`src/rtl/spi_cmd_seq.sv`:
```
// spi_cmd_seq: queues address/write-data commands in a small FIFO and runs
// them one at a time through an external spi_master (rw_start / rw_ack),
// returning one response strobe per command in push order.
// Optional build macro SPI_CMD_TIMEOUT_EN: bounds the rw_ack wait to
// TIMEOUT_CYCLES and returns an error response when it expires.
module spi_cmd_seq #(
    parameter int unsigned DATA_WIDTH     = 16,
    parameter int unsigned ADDR_WIDTH     = 8,
    parameter int unsigned FIFO_DEPTH     = 4,
    parameter int unsigned GAP_CYCLES     = 2,
    parameter int unsigned TIMEOUT_CYCLES = 1024
) (
    input  logic                  sys_clk,
    input  logic                  rst_n,
    input  logic                  cmd_valid,
    output logic                  cmd_ready,
    input  logic [ADDR_WIDTH-1:0] cmd_addr,
    input  logic [DATA_WIDTH-1:0] cmd_wdata,
    output logic                  rsp_valid,
    output logic [ADDR_WIDTH-1:0] rsp_addr,
    output logic [DATA_WIDTH-1:0] rsp_rdata,
    output logic                  rsp_err,
    output logic                  busy,
    output logic                  rw_start,
    output logic [ADDR_WIDTH-1:0] addr,
    output logic [DATA_WIDTH-1:0] txdata,
    input  logic                  rw_ack,
    input  logic [DATA_WIDTH-1:0] rxdata
);

    localparam int unsigned PTR_W = (FIFO_DEPTH > 1) ? $clog2(FIFO_DEPTH) : 1;
    localparam int unsigned CNT_W = $clog2(FIFO_DEPTH + 1);
    localparam int unsigned GAP_W = 8;
    // A zero gap still spends one cycle in GAP.
    localparam logic [GAP_W-1:0] GAP_LAST = (GAP_CYCLES == 0) ? '0 : GAP_W'(GAP_CYCLES - 1);

    // Elaboration-time parameter sanity checks.
    if ((FIFO_DEPTH < 2) || ((FIFO_DEPTH & (FIFO_DEPTH - 1)) != 0)) begin : g_bad_depth
        $error("spi_cmd_seq: FIFO_DEPTH must be a power of 2 and at least 2");
    end
    if (GAP_CYCLES > 255) begin : g_bad_gap
        $error("spi_cmd_seq: GAP_CYCLES must be in 0..255");
    end
    if (TIMEOUT_CYCLES < 1) begin : g_bad_timeout
        $error("spi_cmd_seq: TIMEOUT_CYCLES must be at least 1");
    end

    typedef enum logic [2:0] {
        S_IDLE,
        S_LOAD,
        S_START,
        S_WAIT,
        S_GAP
    } state_t;

    state_t                  state;
    logic [ADDR_WIDTH-1:0]   mem_addr [FIFO_DEPTH];
    logic [DATA_WIDTH-1:0]   mem_data [FIFO_DEPTH];
    logic [PTR_W-1:0]        wr_ptr;
    logic [PTR_W-1:0]        rd_ptr;
    logic [CNT_W-1:0]        count;
    logic [CNT_W-1:0]        count_nxt;
    logic [GAP_W-1:0]        gap_cnt;
    logic                    push;
    logic                    pop;
    logic                    timeout_hit;

    // FIFO handshake: a full FIFO refuses pushes even when it pops this cycle.
    assign cmd_ready = (count != CNT_W'(FIFO_DEPTH));
    assign push      = cmd_valid && cmd_ready;
    assign pop       = (state == S_LOAD);
    assign count_nxt = count + CNT_W'(push) - CNT_W'(pop);

    // FIFO pointers and occupancy; pointers wrap naturally at the power-of-2 depth.
    always_ff @(posedge sys_clk or negedge rst_n) begin
        if (!rst_n) begin
            wr_ptr <= '0;
            rd_ptr <= '0;
            count  <= '0;
        end else begin
            if (push) wr_ptr <= wr_ptr + PTR_W'(1);
            if (pop)  rd_ptr <= rd_ptr + PTR_W'(1);
            count <= count_nxt;
        end
    end

    // FIFO storage; contents need no reset since count gates every read.
    always_ff @(posedge sys_clk) begin
        if (push) begin
            mem_addr[wr_ptr] <= cmd_addr;
            mem_data[wr_ptr] <= cmd_wdata;
        end
    end

`ifdef SPI_CMD_TIMEOUT_EN
    localparam int unsigned TO_W = $clog2(TIMEOUT_CYCLES + 1);
    localparam logic [TO_W-1:0] TO_LAST = TO_W'(TIMEOUT_CYCLES - 1);

    logic [TO_W-1:0] to_cnt;

    // Counts WAIT cycles without rw_ack; cleared whenever the FSM is elsewhere.
    always_ff @(posedge sys_clk or negedge rst_n) begin
        if (!rst_n)                        to_cnt <= '0;
        else if (state == S_WAIT && !rw_ack) to_cnt <= to_cnt + TO_W'(1);
        else                               to_cnt <= '0;
    end

    assign timeout_hit = (state == S_WAIT) && (to_cnt == TO_LAST);
`else
    assign timeout_hit = 1'b0;
    assign rsp_err     = 1'b0;
`endif

    // Sequencer FSM with registered strobes, SPI request and response outputs.
    always_ff @(posedge sys_clk or negedge rst_n) begin
        if (!rst_n) begin
            state     <= S_IDLE;
            rw_start  <= 1'b0;
            rsp_valid <= 1'b0;
            addr      <= '0;
            txdata    <= '0;
            rsp_addr  <= '0;
            rsp_rdata <= '0;
            busy      <= 1'b0;
            gap_cnt   <= '0;
`ifdef SPI_CMD_TIMEOUT_EN
            rsp_err   <= 1'b0;
`endif
        end else begin
            rw_start  <= 1'b0;
            rsp_valid <= 1'b0;
            busy      <= 1'b1;
`ifdef SPI_CMD_TIMEOUT_EN
            rsp_err   <= 1'b0;
`endif
            case (state)
                S_IDLE: begin
                    if (count != '0) state <= S_LOAD;
                    else             busy  <= (count_nxt != '0);
                end
                S_LOAD: begin
                    addr     <= mem_addr[rd_ptr];
                    txdata   <= mem_data[rd_ptr];
                    rw_start <= 1'b1;
                    state    <= S_START;
                end
                S_START: begin
                    state <= S_WAIT;
                end
                S_WAIT: begin
                    if (rw_ack) begin
                        rsp_valid <= 1'b1;
                        rsp_addr  <= addr;
                        rsp_rdata <= rxdata;
                        gap_cnt   <= '0;
                        state     <= S_GAP;
                    end else if (timeout_hit) begin
                        rsp_valid <= 1'b1;
                        rsp_addr  <= addr;
                        rsp_rdata <= '0;
`ifdef SPI_CMD_TIMEOUT_EN
                        rsp_err   <= 1'b1;
`endif
                        gap_cnt   <= '0;
                        state     <= S_GAP;
                    end
                end
                S_GAP: begin
                    if (gap_cnt == GAP_LAST) begin
                        state <= S_IDLE;
                        busy  <= (count_nxt != '0);
                    end else begin
                        gap_cnt <= gap_cnt + GAP_W'(1);
                    end
                end
                default: begin
                    state <= S_IDLE;
                    busy  <= (count_nxt != '0);
                end
            endcase
        end
    end

endmodule

```
`config.mk`:
```
export PLATFORM = sky130hd
export DESIGN_NAME = spi_cmd_seq
export DESIGN_NICKNAME = d
export VERILOG_FILES = /design/src/rtl/spi_cmd_seq.sv
export SDC_FILE = /design/constraint.sdc
export NUM_CORES = 1
export LEC_CHECK = 0
export ABC_AREA = 1
export BUFFER_PORTS_ARGS = -buffer_cell sky130_fd_sc_hd__buf_2
export CAP_MARGIN = 40
export CORE_UTILIZATION = 45
export CTS_CLUSTER_SIZE = 8
export DETAILED_ROUTE_END_ITERATION = 8
export PLACE_DENSITY = 0.65
export SKIP_LAST_GASP = 1
export SYNTH_ARGS = -nofsm -noshare
export SYNTH_HDL_FRONTEND = slang
export SYNTH_SLANG_ARGS = --single-unit
```
`constraint.sdc`:
```
create_clock -name sys_clk -period 5.5 [get_ports sys_clk]
set_clock_uncertainty 0.15 [all_clocks]
set_input_delay 0.275 -clock sys_clk [delete_from_list [all_inputs] [get_ports sys_clk]]
set_output_delay 0.275 -clock sys_clk [all_outputs]
set_load 0.01 [all_outputs]
```
==> results by group, run 1 <==
Min path
  – Worst hold path class: in2reg
  – Worst hold start: rw_ack
  – Hold EP: state[1]$_DFFE_PN0P_
  – Hold path depth: 4

CTS
  – Clock slew at reported path FFs: 0.06 ns
  – CTS sink cnt: 165
  – CTS tree: built
  – Hold Buf Count CTS: 41
  – Worst skew pair latency: 0.42 ns
  – CTS Buf Count: 17
  – Clock tree buffer depth: 2
  – Post-CTS setup buffers: 0
  – # H-tree levels: 4
  – Cts repair resizes: 0
  – Root buf cell: clkbuf_16

Worst setup path
  – CP required: 5.66 ns
  – Crit Reg-Reg Endpoint: busy$_DFF_PN0_
  – FF-to-FF path depth: 11
  – Critical Path AT: 3.59 ns
  – Crit Path Max Fanout: 34
  – R2R Setup Slk: 2.08 ns
  – Type of origin of the critical path: flip-flop
  – CP Class: reg2reg
  – Reg-to-Reg Start: state[2]$_DFFE_PN0P_
  – Setup crit end kind: flip-flop

STA
  – Max-slew violations: 0
  – Max-slew headroom: 44.95%
  – Unrepaired setup endpoints after global routing: no
  – Fin crit share: 62.21%
  – Final number of setup-violating endpoints: 0
  – Worst slew pin tran: 0.8234 ns
  – Fmax: 292.3 MHz
  – Crit path time final: 3.421 ns
  – Final setup TNS: 0 ns
  – Fin. Hold Viols: 0

GRT
  – GRT overflow: 0
  – Vias in the first global route: 4,371
  – First-pass GRT wire length: 21,180 µm
  – Total global-route track usage: 18.82%
  – Initial antenna violation count: 0
  – Largest net degree at the start of global routing: 51

Synth
  – Post-synthesis sequential area ratio: 69.77%
  – Commonest cells in the netlist: nand2_1 (155), nor2_1 (97), edfxtp_1 (96), dfrtp_1 (69), o21ai_0 (49)
  – Syn. warnings: 0
  – Synth top area cells: edfxtp_1 (44%), dfrtp_1 (26%), nand2_1 (8.8%)
  – Most common cell in the netlist: nand2_1
  – Yosys reg bits: 165
  – EDFF count, synth: 96
  – Synth Flop Type: edfxtp_1
  – Mapped cell area: 6606 µm²
  – Synth async-reset ratio: 41.82%
  – Unique masters post-synth: 27
  – Synth Net Count: 659
  – Yosys top cell area share: 43.64%
  – Syn_area_per_cell: 10.90 µm²
  – Synthesized instance count: 606
  – Post-synth top area cell: edfxtp_1

Run status
  – Status: completed

Layout
  – Post-route cell area: 8269 µm²
  – Nets: 796
  – Register area: 4609 µm²
  – Synth-to-Final Area Change: 25.17%
  – Share of post-route cells with drive strength above 1: 19.18%
  – N_diodes: 0
  – Multi-input logic area: 1723 µm²
  – Post-route insts no fill: 936
  – Fillers: 1,150

Drt
  – Residual DRC: 0
  – Final wirelength: 13,330 µm
  – Detailed Route Iter0 Violations: 311
  – WL/cell: 14.24 µm
  – Antenna-violating nets left: 0
  – Overall via count from detail_route: 4,532
  – Pre-antenna DRT Iters: 4
  – DR vias/cell: 4.842

Placed design
  – Number of I/O port buffers: 95
  – Placed inst area: 7241 µm²
  – DP Wirelength: 8272 µm
  – Final RePlAce weighted congestion: 0.7332
  – Placed Instances: 863

Floorplanning
  – Core Area: 14,100 µm²
  – Initial Util: 46.87%
  – Die area: 15,170 µm²
  – Die Wd: 123.2 µm
  – I/O Pins: 97
  – Die Ht: 123.2 µm
  – Core Rows: 43

Pwr
  – Pleak: 3.667 nW
  – Worst VDD drop: 0.0003290 V
  – Power Dens Cells: 557.6 nW/µm²

Job
  – # Max-Cap Violations: 0
-- final cells by class --
type	instances	share of cell area [%]
Tap cell	180	2.724
Multi-Input combinational cell	380	20.84
Sequential cell	165	55.74
Clock inverter	10	1.740
Clock buffer	22	5.735
Timing Repair Buffer	144	11.62
Inverter	35	1.604
-- cells by family after synthesis --
kind of cell | count (synthesis) | synth area share, %
other | 1 | 0.05676
AND/OR/NAND/NOR | 280 | 16.86
flip-flops | 165 | 69.77
adder cells (fa/ha/maj) | 9 | 1.818
XOR/XNOR | 6 | 0.7954
buffers and inverters | 61 | 4.299
AO/OA/AOI/OAI | 84 | 6.402
-- power by group --
part	total (W)	switching, W	internal, W
Combinational	0.00149	0.000967	0.000522
Sequential	0.00190	0.000189	0.00171
Clock	0.00123	0.000472	0.000754
-- worst max path at each step --
| stage | from | to | slack, ns |
|---|---|---|---|
| floorplan | state[2]$_DFFE_PN0P_ | busy$_DFF_PN0_ | 3.05 |
| global placement | state[2]$_DFFE_PN0P_ | busy$_DFF_PN0_ | 2.26 |
| detailed placement | state[2]$_DFFE_PN0P_ | busy$_DFF_PN0_ | 2.08 |
| CTS | state[2]$_DFFE_PN0P_ | busy$_DFF_PN0_ | 2.06 |
| global route | state[2]$_DFFE_PN0P_ | busy$_DFF_PN0_ | 1.76 |
| finish | state[2]$_DFFE_PN0P_ | busy$_DFF_PN0_ | 2.08 |
-- flip-flops by register name (all words and copies together) (netlist names) --
| signal | flops |
|---|---|
| busy | 1 |
| txdata | 16 |
| rsp_rdata | 16 |
| rw_start | 1 |
| wr_ptr | 2 |
| rd_ptr | 2 |
| mem_data | 64 |
| mem_addr | 32 |
| state | 3 |
| count | 3 |
| rsp_addr | 8 |
| gap_cnt | 8 |
| rsp_valid | 1 |
| addr | 8 |
-- placed cells by master, fill, tap and decap left out, drive strengths merged, types with 2 or more instances in the layout --
master / netlist / final
nand2: 159 / 159
buf: 21 / 103
nor2: 97 / 97
edfxtp: 96 / 96
o21ai: 81 / 81
dfrtp: 69 / 69
dlygate4sd3: 0 / 41
inv: 34 / 37
clkbuf: 5 / 22
nand3: 19 / 19
ha: 8 / 8
xor2: 4 / 4
bufinv: 0 / 3
clkinv: 1 / 3
xnor2: 2 / 2
nand4: 2 / 2
a21oi: 2 / 2
clkinvlp: 0 / 2
-- layer usage --
layer	GRT usage, %	routed length (µm)	vias up	share of wire, %
li1	-	-	2272	-
met4	8.133	210	0	1.6
met3	4.659	660	17	5.0
met5	0	0	-	0
met2	30.80	6470	116	49
met1	23.80	5990	2127	45
-- worst max-delay path, cell delays in order (launching register included) --
cell and delay, ns:
dfrtp_1 0.43, inv_1 0.14, nand3_1 0.60, inv_1 0.19, buf_4 0.38, ha_1 0.31
inv_1 0.07, ha_1 0.15, fa_1 0.42, or2_2 0.30, nor2_1 0.11, nand2_1 0.06
-- per-stage QoR --
step / hold WS [ns] / utilization, % / worst slack, ns / total power [W]
2_1_floorplan: -0.1706 / - / 3.047 / 0.002912
3_3_place_gp: 0.2907 / 51.22 / 2.263 / 0.003332
3_5_place_dp: 0.1061 / 51.37 / 2.079 / 0.003398
4_1_cts: 0.02702 / 58.66 / 2.059 / 0.004655
5_1_grt: 0.06533 / 58.66 / 1.761 / 0.004935
6_report: 0.04498 / 58.66 / 2.079 / 0.004611
No activity file was read; power rests on OpenSTA's default activity.
==> inputs of run 2 (changes only) <==
==> constraint.sdc (replaced) <==
create_clock -name sys_clk -period 3.45 [get_ports sys_clk]
set_clock_uncertainty 0.15 [all_clocks]
set_input_delay 0.1725 -clock sys_clk [delete_from_list [all_inputs] [get_ports sys_clk]]
set_output_delay 0.1725 -clock sys_clk [all_outputs]
set_load 0.01 [all_outputs]
==> run 2 against run 1 <==
  * Setup slack got worse by 1.1 ns
  * Critical path depth decreased by 1
  * Maximum frequency increased by 36%
  * Global-route usage increased by 0.39 points
  * Register-to-register slack got worse by 1.1 ns
  * Critical path type unchanged
  * Critical endpoint unchanged
  * Largest cell class unchanged
==> results by group, run 2 (synthesis results as in run 1) <==
Drt
  – Pre-antenna DRT Iters: 5 (was 4)
  – Detailed Route Iter0 Violations: 400 (was 311)
  – DR vias/cell: 4.867 (was 4.842)
  – Final wirelength: 13,340 µm (was 13,330 µm)
  – Overall via count from detail_route: 4,580 (was 4,532)
  – Antenna-violating nets left: 0 (unchanged)
  – WL/cell: 14.18 µm (was 14.24 µm)
  – Residual DRC: 0 (unchanged)

Floorplanning
  – Die area: 15,170 µm² (unchanged)
  – Initial Util: 46.87% (unchanged)
  – Die Ht: 123.2 µm (unchanged)
  – Core Rows: 43 (unchanged)
  – I/O Pins: 97 (unchanged)
  – Die Wd: 123.2 µm (unchanged)
  – Core Area: 14,100 µm² (unchanged)

Layout
  – Commonest non-fill, non-tap cell in the layout: nand2_1 (unchanged)
  – Most frequent cells in the layout: nand2_1 (155), edfxtp_1 (96), buf_2 (94) (unchanged)
  – Max FFs per register: 64 (unchanged)
  – Fillers: 1,124 (was 1,150)
  – Nets: 800 (was 796)
  – Share of post-route cells with drive strength above 1: 19.74% (was 19.18%)
  – Post-route insts no fill: 941 (was 936)
  – Most flops, register: mem_data (unchanged)
  – Synth-to-Final Area Change: 25.47% (was 25.17%)
  – Top Registers: mem_data x64, mem_addr x32 (unchanged)

CTS
  – Worst skew pair latency: 0.42 ns (about the same)
  – CTS Buf Count: 17 (unchanged)
  – CTS tree: built (unchanged)
  – Clock slew at reported path FFs: 0.07 ns (was 0.06 ns)
  – CTS sink cnt: 165 (unchanged)
  – # H-tree levels: 4 (unchanged)
  – Clock tree buffer depth: 2 (unchanged)
  – Cts repair resizes: 0 (unchanged)
  – Root buf cell: clkbuf_16 (unchanged)

Worst setup path
  – Type of origin of the critical path: flip-flop (unchanged)
  – CP Class: reg2reg (unchanged)
  – CP required: 3.61 ns (was 5.66 ns)
  – Setup crit end kind: flip-flop (unchanged)
  – Critical Path AT: 2.67 ns (was 3.59 ns)
  – Crit Path Max Fanout: 8 (was 34)

Pwr
  – Worst VDD drop: 0.0004715 V (was 0.0003290 V)
  – Power Dens Cells: 878.7 nW/µm² (was 557.6 nW/µm²)
  – Pleak: 3.668 nW (was 3.667 nW)

Job
  – # Max-Cap Violations: 0 (unchanged)

GRT
  – GRT overflow: 0 (unchanged)
  – Total global-route track usage: 19.21% (was 18.82%)
  – First-pass GRT wire length: 21,500 µm (was 21,180 µm)
  – Initial antenna violation count: 1 (was 0)
  – Vias in the first global route: 4,397 (was 4,371)
  – Largest net degree at the start of global routing: 53 (was 51)

Min path
  – Worst hold path class: in2async (was in2reg)

STA
  – Final number of setup-violating endpoints: 0 (unchanged)
  – Unrepaired setup endpoints after global routing: no (unchanged)
  – Max-slew violations: 0 (unchanged)
  – Fin. Hold Viols: 0 (unchanged)
  – Final setup TNS: 0 ns (unchanged)
  – WHS: 0.02858 ns (was 0.04498 ns)
  – Fmax: 398.9 MHz (was 292.3 MHz)
  – Worst slew pin tran: 0.7347 ns (was 0.8234 ns)
  – Crit path time final: 2.507 ns (was 3.421 ns)
  – Fin crit share: 72.66% (was 62.21%)
  – Max-slew headroom: 50.96% (was 44.95%)

Placed design
  – Number of I/O port buffers: 95 (unchanged)
  – DP Wirelength: 8136 µm (was 8272 µm)
  – Final RePlAce weighted congestion: 0.7854 (was 0.7332)
  – Placed Instances: 866 (was 863)

Run status
  – Status: completed (unchanged)
## run 2: changes by cell type in the layout (fill, tap and decap cells not counted), sizes merged
cell,change
clkbuf,-4
buf,+3
clkinvlp,+3
inv,+3
bufinv,-1
clkinv,-1
diode,+1
dlygate4sd3,+1
## run 2: metrics by stage
stage | power (W) | utilization [%] | area [µm²] | worst slack [ns]
after global routing | 0.007835 | 58.81 | 8289 | 0.7858
after floorplan | 0.004642 | - | 6606 | 0.9972
final | 0.007283 | 58.81 | 8289 | 0.9433
after CTS | 0.007362 | 58.79 | 8287 | 0.9291
after detailed placement | 0.005417 | 51.58 | 7271 | 0.9544
after global placement | 0.005336 | 51.38 | 7243 | 1.022
## run 2: critical path: stages (launching register included)
cell and delay [ns]:
dfrtp_1 0.43, nor2_1 0.16, nand2_1 0.10, nand2_2 0.19
ha_1 0.26, inv_1 0.05, ha_1 0.14, fa_1 0.43
or2_2 0.31, nor2_1 0.11, nand2_1 0.06
## run 2: cell type report
type                       instances  area (µm²)  area share (%)
inverter                          35       132.6           1.600
clock inverter                    14       166.4           2.008
clock buffer                      18       429.2           5.177
timing repair buffer             148        1001           12.08
tap                              180       225.2           2.717
multi-input combinational        380        1723           20.78
antenna                            1       2.502         0.03019
sequential                       165        4609           55.61
## run 2: timing repair
action	CTS	global route
hold buffers	42	0
hold endpoints to repair	183	0
buffers inserted	0	0
## run 2: worst paths after layout
check	cells past startpoint	slack, ns	endpoint	startpoint
setup reg to reg	10	0.94	busy$_DFF_PN0_	count[1]$_DFF_PN0_
min in group sys_clk	3	0.03	wr_ptr[0]$_DFFE_PN0P_	cmd_valid
max in group asynchronous	3	2.56	wr_ptr[1]$_DFFE_PN0P_	rst_n
hold reg to reg	2	0.32	txdata[8]$_DFFE_PN0N_	txdata[8]$_DFFE_PN0N_
setup / recovery	10	0.94	busy$_DFF_PN0_	count[1]$_DFF_PN0_
hold / removal	2	0.03	rsp_addr[2]$_DFFE_PN0P_	rst_n
## run 2: routing by layer
| layer | track usage [%] | vias up | wire, µm |
|---|---|---|---|
| met4 | 6.099 | 0 | 145 |
| li1 | - | 2283 | - |
| met5 | 0 | - | 0 |
| met2 | 31.35 | 125 | 6437 |
| met3 | 5.904 | 11 | 842 |
| met1 | 24.50 | 2161 | 5916 |
## run 2: where the power goes
group	total [W]	leakage (nW)	internal, W	switching (W)
combinational	0.00236	1.65	0.000853	0.00151
clock	0.00188	0.276	0.00109	0.000795
sequential	0.00304	1.74	0.00272	0.000320
total	0.00728	3.67	0.00466	0.00263
==> inputs of run 3 (changes only) <==
--- a/config.mk
+++ b/config.mk
@@ -11,7 +11,7 @@
 export CORE_UTILIZATION = 45
 export CTS_CLUSTER_SIZE = 8
 export DETAILED_ROUTE_END_ITERATION = 8
-export PLACE_DENSITY = 0.65
+export PLACE_DENSITY = 0.68
 export SKIP_LAST_GASP = 1
 export SYNTH_ARGS = -nofsm -noshare
 export SYNTH_HDL_FRONTEND = slang
==> constraint.sdc (replaced) <==
create_clock -name sys_clk -period 2.1 [get_ports sys_clk]
set_clock_uncertainty 0.15 [all_clocks]
set_input_delay 0.105 -clock sys_clk [delete_from_list [all_inputs] [get_ports sys_clk]]
set_output_delay 0.105 -clock sys_clk [all_outputs]
set_load 0.01 [all_outputs]
==> run 3 against run 2 <==
  * Final area up 2.9%
  * Final cell count is 2.3% higher
  * Sequential share of layout area down 1.6 points
  * Sequential power rose by 61%
  * First-iteration DRC count fell by 38%
  * Total power up 70%
  * Global-route usage grew 0.54 points
  * Highest routed layer unchanged
  * The run now ends with negative setup slack left
  * Flip-flop and latch count did not move
  * Combinational power up 94%
  * Wire length rose by 4.1%
  * Maximum frequency rose by 16%
  * Die area unchanged
==> results by group, run 3 (synthesis results as in run 1) <==
Layout
  – Most frequent cells in the layout: nand2_1 (154), edfxtp_1 (96), buf_2 (93) (was nand2_1 (155), edfxtp_1 (96), buf_2 (94))
  – Max FFs per register: 64 (unchanged)
  – Synth-to-Final Area Change: 29.17% (was 25.47%)
  – Nets: 823 (was 800)
  – Fillers: 1,152 (was 1,124)
  – Share of post-route cells with drive strength above 1: 22.86% (was 19.74%)
  – Most flops, register: mem_data (unchanged)
  – Post-route insts no fill: 963 (was 941)
  – Register area: 4609 µm² (unchanged)
  – Top Registers: mem_data x64, mem_addr x32 (unchanged)
  – Commonest non-fill, non-tap cell in the layout: nand2_1 (unchanged)
  – Multi-input logic area: 1763 µm² (was 1723 µm²)
  – N_diodes: 0 (was 1)

STA
  – Setup slack after layout: -0.06553 ns (was 0.9433 ns)
  – WHS: 0.08191 ns (was 0.02858 ns)
  – Max-slew headroom: 60.53% (was 50.96%)
  – Unrepaired setup endpoints after global routing: yes (was no)
  – Crit path time final: 2.166 ns (was 2.507 ns)
  – Final setup TNS: -0.09403 ns (was 0 ns)
  – Fin. Hold Viols: 0 (unchanged)
  – Fin crit share: 103.1% (was 72.66%)
  – Fmax: 461.8 MHz (was 398.9 MHz)
  – Final number of setup-violating endpoints: 2 (was 0)
  – Max-slew violations: 0 (unchanged)
  – Worst slew pin tran: 0.5920 ns (was 0.7347 ns)

GRT
  – GRT overflow: 0 (unchanged)
  – Largest net degree at the start of global routing: 40 (was 53)
  – First-pass GRT wire length: 22,330 µm (was 21,500 µm)
  – Total global-route track usage: 19.76% (was 19.21%)
  – Initial antenna violation count: 0 (was 1)
  – Vias in the first global route: 4,739 (was 4,397)

Drt
  – Detailed Route Iter0 Violations: 247 (was 400)
  – Antenna-violating nets left: 0 (unchanged)
  – Final wirelength: 13,880 µm (was 13,340 µm)
  – Pre-antenna DRT Iters: 5 (unchanged)
  – WL/cell: 14.42 µm (was 14.18 µm)
  – DR vias/cell: 4.852 (was 4.867)
  – Overall via count from detail_route: 4,672 (was 4,580)
  – Residual DRC: 0 (unchanged)

Pwr
  – Worst VDD drop: 0.0008372 V (was 0.0004715 V)
  – Pleak: 3.801 nW (was 3.668 nW)
  – Tot Pwr: 0.01237 W (was 0.007283 W)
  – Power Dens Cells: 1449 nW/µm² (was 878.7 nW/µm²)

Floorplanning
  – Core Rows: 43 (unchanged)
  – Die Ht: 123.2 µm (unchanged)
  – Die Wd: 123.2 µm (unchanged)
  – Core Area: 14,100 µm² (unchanged)
  – Initial Util: 46.87% (unchanged)
  – I/O Pins: 97 (unchanged)
  – Die area: 15,170 µm² (unchanged)

Worst setup path
  – Crit Path Max Fanout: 2 (was 8)
  – R2R Setup Slk: -0.07 ns (was 0.94 ns)
  – Type of origin of the critical path: flip-flop (unchanged)
  – CP Class: reg2reg (unchanged)
  – Critical Path AT: 2.32 ns (was 2.67 ns)
  – CP required: 2.26 ns (was 3.61 ns)
  – Setup crit end kind: flip-flop (unchanged)

CTS
  – Root buf cell: clkbuf_16 (unchanged)
  – CTS Buf Count: 17 (unchanged)
  – Clock tree buffer depth: 2 (unchanged)
  – CTS tree: built (unchanged)
  – CTS sink cnt: 165 (unchanged)
  – # H-tree levels: 4 (unchanged)
  – Worst skew pair latency: 0.42 ns (about the same)
  – Clock slew at reported path FFs: 0.06 ns (was 0.07 ns)

Placed design
  – Number of I/O port buffers: 95 (unchanged)
  – DP Wirelength: 8770 µm (was 8136 µm)
  – Post-place setup slack: -0.1512 ns (was 0.9544 ns)
  – Placed Instances: 882 (was 866)
  – Final RePlAce weighted congestion: 0.7762 (was 0.7854)

Run status
  – Failing checks: negative setup slack
  – Status: finished with violations (was completed)

Job
  – # Max-Cap Violations: 0 (unchanged)

Min path
  – Worst hold path class: in2async (unchanged)
run 3: changes by cell type in the layout (fill, tap and decap cells not counted), moves of 5 or more:
cell / previous run / this run
clkinv_2: 1 / 6
clkinvlp_4: 5 / 0
buf_12: 0 / 6
buf_4: 11 / 29
run 3: area by class of cell:
cell class | instances | area share, %
Clock inverter | 7 | 0.4985
Timing Repair Buffer | 171 | 14.47
Clock buffer | 25 | 6.129
Inverter | 35 | 1.584
Multi-Input combinational cell | 380 | 20.66
Sequential cell | 165 | 54.02
Tap cell | 180 | 2.639
run 3: power by group:
group | switching (W) | internal, W
logic | 0.00276 | 0.00181
registers | 0.000422 | 0.00447
clock network | 0.00118 | 0.00173
total | 0.00436 | 0.00801
run 3: path summary, 6_finish.rpt:
kind / start / end / cells after the start
min: rst_n / busy$_DFF_PN0_ / 2
max: count[0]$_DFF_PN0_ / busy$_DFF_PN0_ / 10
max reg2reg: count[0]$_DFF_PN0_ / busy$_DFF_PN0_ / 10
min reg2reg: txdata[10]$_DFFE_PN0N_ / txdata[10]$_DFFE_PN0N_ / 2
max in group asynchronous: rst_n / txdata[12]$_DFFE_PN0N_ / 3
min in group sys_clk: cmd_valid / wr_ptr[0]$_DFFE_PN0P_ / 5
run 3: routing by layer:
metal,vias up,track usage [%],wire length (µm)
li1,2318,-,-
met1,2229,24.25,6170
met2,114,33.62,6918
met3,11,4.520,661
met4,0,8.133,133
met5,-,0,0
run 3: worst max-delay path: stages (launching register included):
cell     delay, ns
dfrtp_1       0.39
nor2_2        0.15
nand2_2       0.08
nand2_2       0.10
ha_4          0.21
inv_4         0.05
ha_4          0.13
fa_2          0.43
or2_4         0.23
nor2_1        0.08
nand2_1       0.06
run 3: timing repair:
action | CTS | global route
hold buffers | 42 | 0
setup buffers | 7 | 0
endpoints found under the setup margin | 1 | 2
gates resized for setup | 4 | 2
pin swaps | 7 | 4
endpoints found under the hold margin | 183 | 0
run 3: through the flow:
stage | cell area [µm²] | util (%)
after floorplan | 6638 | -
after global placement | 7471 | 53.00
after detailed placement | 7471 | 53.00
after CTS | 8524 | 60.47
after global routing | 8533 | 60.54
final | 8533 | 60.54
